### config.mk
export PLATFORM = sky130hd
export DESIGN_NAME = game_txt_reveal_ctrl
export DESIGN_NICKNAME = d
export VERILOG_FILES = /design/src/rtl/game_txt_reveal_ctrl.sv
export SDC_FILE = /design/constraint.sdc
export NUM_CORES = 1
export LEC_CHECK = 0
export ABC_AREA = 1
export CAP_MARGIN = 20
export CORE_ASPECT_RATIO = 0.8
export CORE_MARGIN = 8
export CORE_UTILIZATION = 48
export CTS_CLUSTER_DIAMETER = 80
export DETAILED_ROUTE_END_ITERATION = 16
export GPL_TIMING_DRIVEN = 0
export PLACE_DENSITY = 0.88
export SLEW_MARGIN = 20
export SYNTH_ARGS = -nofsm -noshare
export SYNTH_HDL_FRONTEND = slang
export SYNTH_SLANG_ARGS = --single-unit
### constraint.sdc
create_clock -name clk -period 3.03 [get_ports clk]
set_input_delay 0.606 -clock clk [delete_from_list [all_inputs] [get_ports clk]]
set_output_delay 0.606 -clock clk [all_outputs]
set_load 0.01 [all_outputs]
### src/rtl/game_txt_reveal_ctrl.sv
// rtl/game_txt_reveal_ctrl.sv - typewriter reveal sequencer between text renderer and page ROMs
module game_txt_reveal_ctrl #(
    parameter int          FRAME_DIV = 3,
    parameter logic [7:0]  LAST_CHAR = 8'h7F,
    parameter int          PAGE_W    = 2
) (
    input  logic              clk,
    input  logic              rst,
    input  logic              start,
    input  logic [PAGE_W-1:0] page_sel,
    input  logic              skip,
    input  logic              frame_tick,
    input  logic [7:0]        draw_xy,
    output logic [7:0]        rom_xy,
    output logic [PAGE_W-1:0] rom_page,
    input  logic [6:0]        rom_code,
    output logic [6:0]        char_code,
    output logic              busy,
    output logic              done
);

    localparam int                FCNT_W    = (FRAME_DIV > 1) ? $clog2(FRAME_DIV) : 1;
    localparam logic [8:0]        PTR_FULL  = {1'b0, LAST_CHAR} + 9'd1;
    localparam logic [FCNT_W-1:0] FCNT_LAST = FCNT_W'(FRAME_DIV - 1);
    localparam logic [6:0]        SPACE     = 7'h20;

    typedef enum logic [1:0] {IDLE, TYPE, HOLD} state_t;

    state_t              state, state_nx;
    logic [8:0]          ptr, ptr_nx;
    logic [FCNT_W-1:0]   fcnt, fcnt_nx;
    logic [PAGE_W-1:0]   page_nx;
    logic                vis, vis_d;

    always_ff @(posedge clk) begin
        if (rst) begin
            state    <= IDLE;
            ptr      <= '0;
            fcnt     <= '0;
            rom_page <= '0;
            vis_d    <= 1'b0;
        end else begin
            state    <= state_nx;
            ptr      <= ptr_nx;
            fcnt     <= fcnt_nx;
            rom_page <= page_nx;
            vis_d    <= vis;
        end
    end

    // start outranks skip, skip outranks frame_tick; a tick on the start cycle is dropped
    always_comb begin
        state_nx = state;
        ptr_nx   = ptr;
        fcnt_nx  = fcnt;
        page_nx  = rom_page;
        if (start) begin
            state_nx = TYPE;
            ptr_nx   = '0;
            fcnt_nx  = '0;
            page_nx  = page_sel;
        end else begin
            case (state)
                TYPE: begin
                    if (skip) begin
                        ptr_nx   = PTR_FULL;
                        state_nx = HOLD;
                    end else if (frame_tick) begin
                        if (fcnt == FCNT_LAST) begin
                            fcnt_nx = '0;
                            ptr_nx  = ptr + 9'd1;
                            if (ptr + 9'd1 == PTR_FULL) begin
                                state_nx = HOLD;
                            end
                        end else begin
                            fcnt_nx = fcnt + 1'b1;
                        end
                    end
                end
                IDLE, HOLD: begin
                end
                default: state_nx = IDLE;
            endcase
        end
    end

    // visibility lines up with the 1-cycle ROM read so renderer latency is unchanged
    assign vis       = (state == HOLD) | ((state == TYPE) & ({1'b0, draw_xy} < ptr));
    assign rom_xy    = draw_xy;
    assign char_code = vis_d ? rom_code : SPACE;
    assign busy      = (state == TYPE);
    assign done      = (state == HOLD);

endmodule

==> impl_metrics.yaml <==
placed_design:
  dp.cells: 244
  place.gp.congestion: 0.859
  dp_hpwl_mm: 2.24
  portBuffers: 40
detailed_routing:
  dr_total_vias: 1195
  route.detailed.drc: 0
  viasPerCell: 4.82
  firstDrtPassIters: 6
  first_iter_violations: 47
  wirelength_mm: 2.71
  route.antenna.remaining_nets: 0
  routedWlPerCell_um: 10.9
finish:
  final_util_pct: 68.7
  final_common_cell: "nand2_1"
  nets: 253
  drive_gt1_share_pct: 13.6
  diodes: 0
  fill_cells: 205
  layoutNonFillerInstCount: 248
  areaGrowthSynthToFinish_pct: 40.3
  layout_common_cells: "nand2_1, clkdlybuf4s50_1, inv_1"
timing:
  min_period_ns: 2.35
  fmax_mhz: 426
  fin_setup_tns_ns: 0
  hold_viol: 0
  fin_skew_ns: 0.00568
  slew_headroom_pct: 73.0
  tightest_slew_ns: 0.406
  rsz0062_at_grt: "false"
  slew_viol_final: 0
  setup_viol: 0
  timing.final.crit_share_pct: 77.4
logic_synthesis:
  synth.avg_cell_area_um2: 6.59
  synth_fp_nets: 208
  yosysUniqueCellTypes: 25
  ys_seq_elements: 16
  ys_warn_count: 0
  synthArstFlopShare_pct: 0
  yosysTopAreaCell: "dfxtp_1"
  ys.flop_type: "dfxtp_1"
  seq_area_frac_synth_pct: 27.5
  synth.area.top_cells: "dfxtp_1, nand2_1, ha_1"
  yosys.area.top_type_share_pct: 27.5
  synth_edf_count: 0
  netlist_instances: 177
  syn_area_um2: 1170
setup_path:
  arrival_ns: 1.74
  reg2regPathDepth: 12
  path_class: "input port to output port"
  regToRegStartpoint: "ptr[0]"
  startpoint_type: "input port"
  setup.worst_path.end_class: "output port"
  crit_fanout: 2
  crit_start: "draw_xy[0]"
  required_ns: 2.42
hold_path:
  whs_path_depth: 2
  min_from: "rom_page[1]"
  hold_path.class: "register to register"
floorplanning:
  fp.dieW_um: 71.1
  core-area_um2: 2380
  die_y_um: 60.1
  num_rows: 16
  ios: 41
  dieArea_um2: 4270
  initial_core_util_pct: 48.9
global_routing:
  grt_pass1_wl_mm: 4.28
  grt_max_degree: 10
  grt-ovfl-total: 0
  antenna_found_initial: 0
  track_usage_pct: 12.5
  grt_pass1_vias: 1043
power_and_ir_drop:
  p_sw_share_pct: 25.7
  p_leak_nw: 0.707
  seqPwrFrac_pct: 46.3
  power_w: 0.000473
  internal_power_w: 0.000351
  power_frac_comb_pct: 23.0
  p_sw_w: 0.000121
  powerDensity_nw_per_um2: 289
  pwr-share-clk_pct: 30.7
  vdd_drop_max_mv: 0.231
cts:
  htreeDepth: 1
  post_cts_resize_count: 0
  cts-root-buf: "clkbuf_4"
  ctsHoldBuffers: 0
  clk-insertion-delay-late_ns: 0.29
  path_clk_slew_ns: 0.10
  cts_tree: "yes"
  post_cts_buffers: 0
  cts.sinks: 16
  clk_path_buf_depth: 2
  cts_buffers: 3
outcome:
  status: "completed"
job:
  drv_cap: 0
[layout make-up]
class | instances | area, um2 | share of cell area (%)
Buffer | 8 | 60.1 | 3.67
Sequential cell | 16 | 320 | 19.6
Timing Repair Buffer | 40 | 400 | 24.5
Tap cell | 27 | 33.8 | 2.06
Multi-Input combinational cell | 123 | 673 | 41.1
Clock buffer | 4 | 36.3 | 2.22
Inverter | 30 | 113 | 6.88
[metrics by stage]
step,hold WS [ns],cell area (um2),worst slack (ns)
CTS,0.488,1640,0.683
global placement,0.448,1600,0.704
detailed placement,0.472,1600,0.687
global route,0.511,1640,0.658
floorplan,0.458,1170,1.51
finish,0.481,1640,0.683
[cell usage after synthesis, types with 2 or more instances]
| cell | n |
|---|---|
| nand2_2 | 2 |
| inv_1 | 25 |
| dfxtp_1 | 16 |
| nor2_4 | 2 |
| o21ai_0 | 3 |
| nand4_1 | 3 |
| nand3_2 | 2 |
| ha_1 | 9 |
| nor2_2 | 4 |
| nor2_1 | 10 |
| a21oi_1 | 19 |
| nand2_1 | 55 |
| buf_4 | 8 |
| inv_2 | 4 |
| nand3_1 | 5 |
[cells by family (layout without fill, tap and decap cells)]
kind of cell               after synthesis  in the layout  share of synthesized area (%)
and+or+nand+nor                         85             85                           33.7
buffers and inverters                   38             82                           14.8
AOI/OAI and AO/OA                       28             28                           13.6
DFF                                     16             16                           27.5
adders and majority gates                9              9                           9.66
xor gates and xnor gates                 1              1                          0.751
[state kept, by name (all words and copies together) (netlist names)]
name      flops
ptr           9
fcnt          2
rom_page      2
state         2
vis_d         1
[final timing paths]
check	to	slack, ns
max	rom_xy[0]	0.68
min reg2reg	rom_page[1]	0.48
min	rom_page[1]	0.48
max reg2reg	state[1]	1.24
[layer usage]
metal / wire length, um / part of all wire, % / up-vias / GRT usage [%]
met3: 209 / 7.7 / 4 / 4.86
li1: - / - / 642 / -
met4: 15 / 0.55 / 0 / 4.13
met2: 1260 / 46 / 42 / 21.2
met1: 1230 / 45 / 507 / 14.0
met5: 0 / 0 / - / 0
[worst max-delay path, stage by stage]
cell             delay [ns]
clkdlybuf4s50_1        0.50
buf_4                  0.11
clkdlybuf4s50_1        0.52
[power groups by stage]
stage	Sequential [W]	Combinational, W	Clock (W)
floorplan	0.000224	0.0000491	0
global placement	0.000224	0.000107	0
detailed placement	0.000224	0.000109	0
CTS	0.000219	0.000110	0.000149
global route	0.000220	0.000119	0.000157
finish	0.000219	0.000109	0.000145
Note: power is estimated with default switching activity, not from simulation.
